`config.mk`:
```
export PLATFORM = sky130hd
export DESIGN_NAME = mem_port_arbiter
export DESIGN_NICKNAME = d
export VERILOG_FILES = /design/src/rtl/mem_port_arbiter.sv
export SDC_FILE = /design/constraint.sdc
export NUM_CORES = 1
export LEC_CHECK = 0
export ABC_CLOCK_PERIOD_IN_PS = 2300
export CORE_MARGIN = 10
export CORE_UTILIZATION = 40
export CTS_CLUSTER_DIAMETER = 120
export DETAILED_ROUTE_END_ITERATION = 8
export GPL_TIMING_DRIVEN = 0
export PLACE_DENSITY = 0.9
export SLEW_MARGIN = 25
export SYNTH_ARGS = -nofsm -noshare
export SYNTH_HDL_FRONTEND = slang
export SYNTH_SLANG_ARGS = --single-unit
```
`constraint.sdc`:
```
create_clock -name clk -period 2.3 [get_ports clk]
set_input_delay 0.345 -clock clk [delete_from_list [all_inputs] [get_ports clk]]
set_output_delay 0.345 -clock clk [all_outputs]
set_load 0.005 [all_outputs]
```
`src/rtl/mem_port_arbiter.sv`:
```
// Shares one single-port word memory between fetch (i_*) and load/store (d_*) requesters.
// Latency: gnt at N, strobe at N+1, rvalid at N+2; data wins unless fetch has starved STARVE_LIMIT grants.
module mem_port_arbiter #(
   parameter int STARVE_LIMIT = 4,
   parameter int CNT_W        = 3
) (
   input  logic        clk,
   input  logic        rst_n,
   input  logic        i_req,
   input  logic [31:0] i_addr,
   output logic        i_gnt,
   output logic        i_rvalid,
   output logic [31:0] i_rdata,
   input  logic        d_req,
   input  logic        d_we,
   input  logic [31:0] d_addr,
   input  logic [31:0] d_wdata,
   output logic        d_gnt,
   output logic        d_rvalid,
   output logic [31:0] d_rdata,
   output logic        d_err,
   output logic [31:0] mem_addr,
   output logic        mem_r_enable,
   output logic        mem_w_enable,
   output logic [31:0] mem_wdata,
   input  logic [31:0] mem_rdata,
   output logic        busy
);

   typedef enum logic [1:0] {IDLE, ISSUE, RESP} state_t;

   state_t           state_q;
   logic             owner_q;       // 1 = data side owns the access in flight
   logic             we_q;
   logic             err_q;
   logic [31:0]      addr_q;
   logic [31:0]      wdata_q;
   logic [CNT_W-1:0] starve_q;
   logic             mem_re_q;
   logic             mem_we_q;
   logic             i_rv_q;
   logic             d_rv_q;

   logic arb_en;
   logic lim_hit;
   logic d_win;
   logic i_win;
   logic d_misal;

   assign arb_en  = (state_q == IDLE) || (state_q == RESP);
   assign lim_hit = (starve_q == CNT_W'(STARVE_LIMIT));
   assign d_win   = arb_en && d_req && !(i_req && lim_hit);
   assign i_win   = arb_en && i_req && !d_win;
   assign d_misal = |d_addr[1:0];

   always_ff @(posedge clk or negedge rst_n) begin
      if (!rst_n) begin
         state_q  <= IDLE;
         owner_q  <= 1'b0;
         we_q     <= 1'b0;
         err_q    <= 1'b0;
         addr_q   <= '0;
         wdata_q  <= '0;
         starve_q <= '0;
         mem_re_q <= 1'b0;
         mem_we_q <= 1'b0;
         i_rv_q   <= 1'b0;
         d_rv_q   <= 1'b0;
      end else begin
         mem_re_q <= 1'b0;
         mem_we_q <= 1'b0;
         i_rv_q   <= 1'b0;
         d_rv_q   <= 1'b0;

         // Counter only grows while fetch is actually waiting; it tops out at the limit.
         if (!i_req || i_win)
            starve_q <= '0;
         else if (d_win && !lim_hit)
            starve_q <= starve_q + 1'b1;

         case (state_q)
            IDLE, RESP: begin
               if (d_win) begin
                  owner_q  <= 1'b1;
                  we_q     <= d_we;
                  err_q    <= d_misal;
                  addr_q   <= d_addr;
                  wdata_q  <= d_wdata;
                  mem_re_q <= !d_we && !d_misal;
                  mem_we_q <= d_we && !d_misal;
                  state_q  <= ISSUE;
               end else if (i_win) begin
                  owner_q  <= 1'b0;
                  we_q     <= 1'b0;
                  err_q    <= 1'b0;
                  addr_q   <= i_addr;
                  wdata_q  <= '0;
                  mem_re_q <= 1'b1;
                  state_q  <= ISSUE;
               end else begin
                  state_q  <= IDLE;
               end
            end
            ISSUE: begin
               i_rv_q  <= !owner_q;
               d_rv_q  <= owner_q;
               state_q <= RESP;
            end
            default: state_q <= IDLE;
         endcase
      end
   end

   assign i_gnt        = i_win;
   assign d_gnt        = d_win;
   assign mem_r_enable = mem_re_q;
   assign mem_w_enable = mem_we_q;
   assign mem_addr     = (state_q == ISSUE) ? addr_q : '0;
   assign mem_wdata    = (state_q == ISSUE && we_q) ? wdata_q : '0;
   assign i_rvalid     = i_rv_q;
   assign i_rdata      = i_rv_q ? mem_rdata : '0;
   assign d_rvalid     = d_rv_q;
   assign d_rdata      = (d_rv_q && !we_q && !err_q) ? mem_rdata : '0;
   assign d_err        = d_rv_q && err_q;
   assign busy         = (state_q != IDLE);

endmodule
```
# Yosys cells after proc, flatten, opt, wreduce, memory -nomap -nowiden
# Index checks and enable logic that the tools add are counted.
# totals
out_inout_bits,136
ff_bits,76
word_cells,69
# op_classes
reduce_logical,30
addsub,1
eq_ne,3
mux,24
# ops
op,n
$mux 32,8
$mux 1,13
$logic_and 1x1->1,12
$logic_not 1->1,9
$mux 3,2
$reduce_bool 2->1,3
$pmux 2 s2,1
$reduce_or 2->1,2
$add 3x1->3 const B,1
$eq 3x3->1 const B,1
$eq 2x1->1 const B,1
$eq 2x2->1 const B,1
$logic_not 2->1,1
$logic_or 1x1->1,2
$reduce_and 2->1,1

# Depth between registers and ports, before layout
# depth
word_depth,9
ltp_mapped,7
mapped_depth_nobuf,5

# Worst setup path after synthesis
# Ideal clock, no wire load.
# synth_timing
path_kind,reg2out
start,register starve_q[0]
end,output d_gnt
slack_ps,741
arrival_ps,1214
required_time_ps,1955
stages_incl_launch_ff,7
cell_sequence,dfrtp_1 inv_1 ha_1 nand3_2 and3b_1 buf_4 buf_6
# synth_between
elab_chain_cells,4
# synth_rtl
item,line_no,text
from (decl),38,logic [CNT_W-1:0] starve_q;
from (signal assigned),79,starve_q <= starve_q + 1'b1;
$eq 3x3->1,51,assign lim_hit = (starve_q == CNT_W'(STARVE_LIMIT));
$logic_and 1x1->1,52,assign d_win = arb_en && d_req && !(i_req && lim_hit);
$logic_not 1->1,52,
$logic_and 1x1->1,52,
to (decl),18,"output logic d_gnt,"
# No other way between the ends.

# Worst setup path after layout
# layout_timing
start,register we_q
end,output d_rdata[10]
# layout_between
elab_chain_cells,4
# layout_rtl
item,line_no,text
from (decl),34,logic we_q;
from (signal assigned),85,we_q <= d_we;
$logic_not 1->1,123,assign d_rdata = (d_rv_q && !we_q && !err_q) ? mem_rdata : '0;
$logic_and 1x1->1 (2 in series),123,
$mux 32,123,
to (decl),20,"output logic [31:0] d_rdata,"
# No other way between the ends.

==> results.sh <==
export IMPL_status="complete, but fails checks"
export IMPL_violations="negative setup slack"
export IMPL_tritoncts="built"
export IMPL_rsz0062_at_grt="yes"
export IMPL_crit_family="buffers and inverters"
export IMPL_yosysSeqAreaShare_pct=45.1
export IMPL_die_area_um2=15100
export IMPL_worst_pin_slew_ps=501
export IMPL_area_growth_pct=77.1
export IMPL_synth_avg_cell_area_um2=9.48
export IMPL_reg2reg_depth=7
export IMPL_cp_slowest_cell="clkdlybuf4s50_1"
export IMPL_worstSetupStartpointType="flip-flop"
export IMPL_drive_gt1_share_pct=9.04
export IMPL_ant_nets=0
export IMPL_wl_per_cell_um=20.5
export IMPL_synth_top_cell_area_share_pct=45.1
export IMPL_setup_ws_ps=-16.3
export IMPL_drc=0
export IMPL_via_per_inst=5.18
export IMPL_vias=4549
export IMPL_die_w_um=123
export IMPL_grt_pass1_wl_um=26700
export IMPL_coreArea_um2=10300
export IMPL_nNetsFinal=871
export IMPL_wl_um=18000
export IMPL_power_density_nw_per_um2=537
export IMPL_synth_commonest_cells="98 x and2_1, 76 x dfrtp_1, 68 x nand2_1, 34 x a22o_1, 33 x and3_1"
export IMPL_drtIter0Drc=162
export IMPL_ir_worst_vdd_uv=331
export IMPL_synth_nets=580
export IMPL_netlist_area_um2=4220
export IMPL_cts_path_max_buffers=2
export IMPL_path_buf_inv=3
export IMPL_place_area_um2=7090
export IMPL_path_clk_slew_ps=80
export IMPL_slew_headroom_pct=66.6
export IMPL_io_buffers=267
export IMPL_cp_num_cells=5
export IMPL_arrival_ps=1970
export IMPL_rows=37
export IMPL_async_reset_ff_share_pct=100
export IMPL_fmax_ghz=0.432
export IMPL_whs_path_depth=3
export IMPL_grt_overflow=0
export IMPL_timing_final_crit_share_pct=101
export IMPL_crit_required_ps=1960
export IMPL_ys_flop_type="dfrtp_1"
export IMPL_period_minus_slack_ps=2320
export IMPL_cp_cell_sequence="nor3b_4 > buf_4 > clkbuf_8 > and2_1 > clkdlybuf4s50_1"
export IMPL_yosys_warnings=0
export IMPL_synth_most_common_cell="and2_1"
export IMPL_io_pins=269
export IMPL_yosysTopAreaCell="dfrtp_1"
export IMPL_firstDrtPassIters=4
export IMPL_antenna_found_initial=2
export IMPL_setup_viol=1
export IMPL_p_leak_nw=3.57
export IMPL_fin_tns_setup_ps=-16.3
export IMPL_track_usage_pct=22.8
export IMPL_max_cap_viol_count=0
export IMPL_fillerInstances=782
export IMPL_slew_viol_final=0
export IMPL_h_tree_depth=3
export IMPL_ys_types=27
export IMPL_hold_violations=0
export IMPL_place_congestion=0.862
export IMPL_path_class="flip-flop to primary output"
export IMPL_cts_buffers_inserted=9
export IMPL_synth_edf_count=0
export IMPL_fin_area_um2=7470
export IMPL_yosys_register_bits=76
export IMPL_grt_pass1_vias=4841
export IMPL_end_kind="primary output"
export IMPL_synth_cells=445
export IMPL_final_setup_skew_ps=6.71
export IMPL_hpwl_um=14500
export IMPL_cpPeakStageDelay_ps=530
export IMPL_cts_sinks=76
export IMPL_root_buffer="clkbuf_8"
export IMPL_holdCritPathClass="input pin to flip-flop"
export IMPL_clock_latency_ps=350
export IMPL_crit_fanout=10
export IMPL_rrSetupSlack_ps=650
export IMPL_die_h_um=123
export IMPL_grt_max_degree=52
export IMPL_synthTopCellsByArea="dfrtp_1 45%, and2_1 15%, a22o_1 7.1%"
export IMPL_start_util_pct=40.9
==> tightest hold or removal path, delay by kind of cell <==
family / cells / cell delay (ps)
buffers and inverters: 1 / 150
AO/OA/AOI/OAI: 2 / 170
==> metal layers <==
layer / wire length (um) / track usage [%] / up-vias
met3: 1570 / 6.70 / 33
met5: 0 / 0 / -
met1: 6490 / 23.7 / 2172
li1: - / - / 2139
met2: 9470 / 41.8 / 205
met4: 500 / 9.20 / 0
==> state kept, by name, summed over array words and instances, names as in the netlist <==
signal and cells:
mem_w_enable 1, addr_q 32, owner_q 1, err_q 1, starve_q 3, i_rvalid 1
state_q 2, wdata_q 32, mem_r_enable 1, we_q 1, d_rvalid 1
==> logic make-up after synthesis <==
logic type / Yosys count / synth area share, %
DFF: 76 / 45.1
and+or+nand+nor: 245 / 34.4
AOI/OAI and AO/OA: 74 / 14.1
buffers and inverters: 48 / 5.81
adders and majority gates: 2 / 0.593
==> final timing paths <==
check                                        startpoint                 endpoint
max in group asynchronous                         rst_n        err_q$_DFFE_PN0P_
worst max-delay path                   we_q$_DFFE_PN0P_              d_rdata[10]
worst min register to register      owner_q$_DFFE_PN0P_       i_rvalid$_DFF_PN0_
worst max register to register  starve_q[1]$_DFFE_PN0P_   addr_q[11]$_DFFE_PN0P_
min in group asynchronous                         rst_n   wdata_q[8]$_DFFE_PN0P_
worst min-delay path                              d_req  starve_q[2]$_DFFE_PN0P_
==> area by class of cell <==
cell class / instances / area (um^2) / area share, %
antenna: 2 / 5.00 / 0.0670
buffer: 43 / 308 / 4.12
clock buffer: 11 / 141 / 1.89
clock inverter: 5 / 27.5 / 0.368
inverter: 3 / 11.3 / 0.151
multi-input combinational: 321 / 2090 / 27.9
sequential: 76 / 1910 / 25.5
tap: 136 / 170 / 2.28
timing repair buffer: 282 / 2820 / 37.7
==> through the flow <==
step	power (mW)	util, %	instances	worst slack (ps)	hold WS [ps]
after global placement	3.03	68.4	848	-1760	437
after floorplan	2.26	-	445	741	49.4
after global routing	4.26	72.4	879	-99.2	372
final	4.01	72.4	879	-16.3	359
after detailed placement	3.09	68.7	849	-235	281
after CTS	4.03	71.6	875	3.07	347
==> power breakdown <==
group	leakage [nW]	internal (mW)	switching (mW)
clock	0.0889	0.414	0.498
combinational	2.55	0.833	0.585
sequential	0.938	1.56	0.121
==> timing repair <==
| item | 4_1_cts | 5_1_grt |
|---|---|---|
| hold buffers | 1 | 0 |
| setup buffers | 8 | 4 |
| hold endpoints to repair | 25 | 0 |
| gates cloned | 1 | 0 |
| pin swaps | 2 | 0 |
| endpoints found under the setup margin | 98 | 60 |
| gates resized for setup | 61 | 25 |
==> cell usage in the layout, fill, tap and decap left out, types with 2 or more instances in the layout <==
cell type / instances
clkdlybuf4s50_1: 220
and2_1: 98
dfrtp_1: 73
nand2_1: 68
a22o_1: 34
and3_1: 33
nand4b_1: 32
o211ai_1: 32
dlygate4sd2_1: 31
clkbuf_1: 17
clkbuf_8: 16
dlymetal6s2s_1: 15
buf_4: 12
buf_6: 8
buf_2: 7
clkbuf_4: 5
a21boi_0: 4
clkinv_2: 4
inv_1: 3
nor3b_1: 3
dfrtp_2: 3
diode_2: 2
clkbuf_2: 2
or2_2: 2
nor2_1: 2
Power figures use the tool's default switching activity.
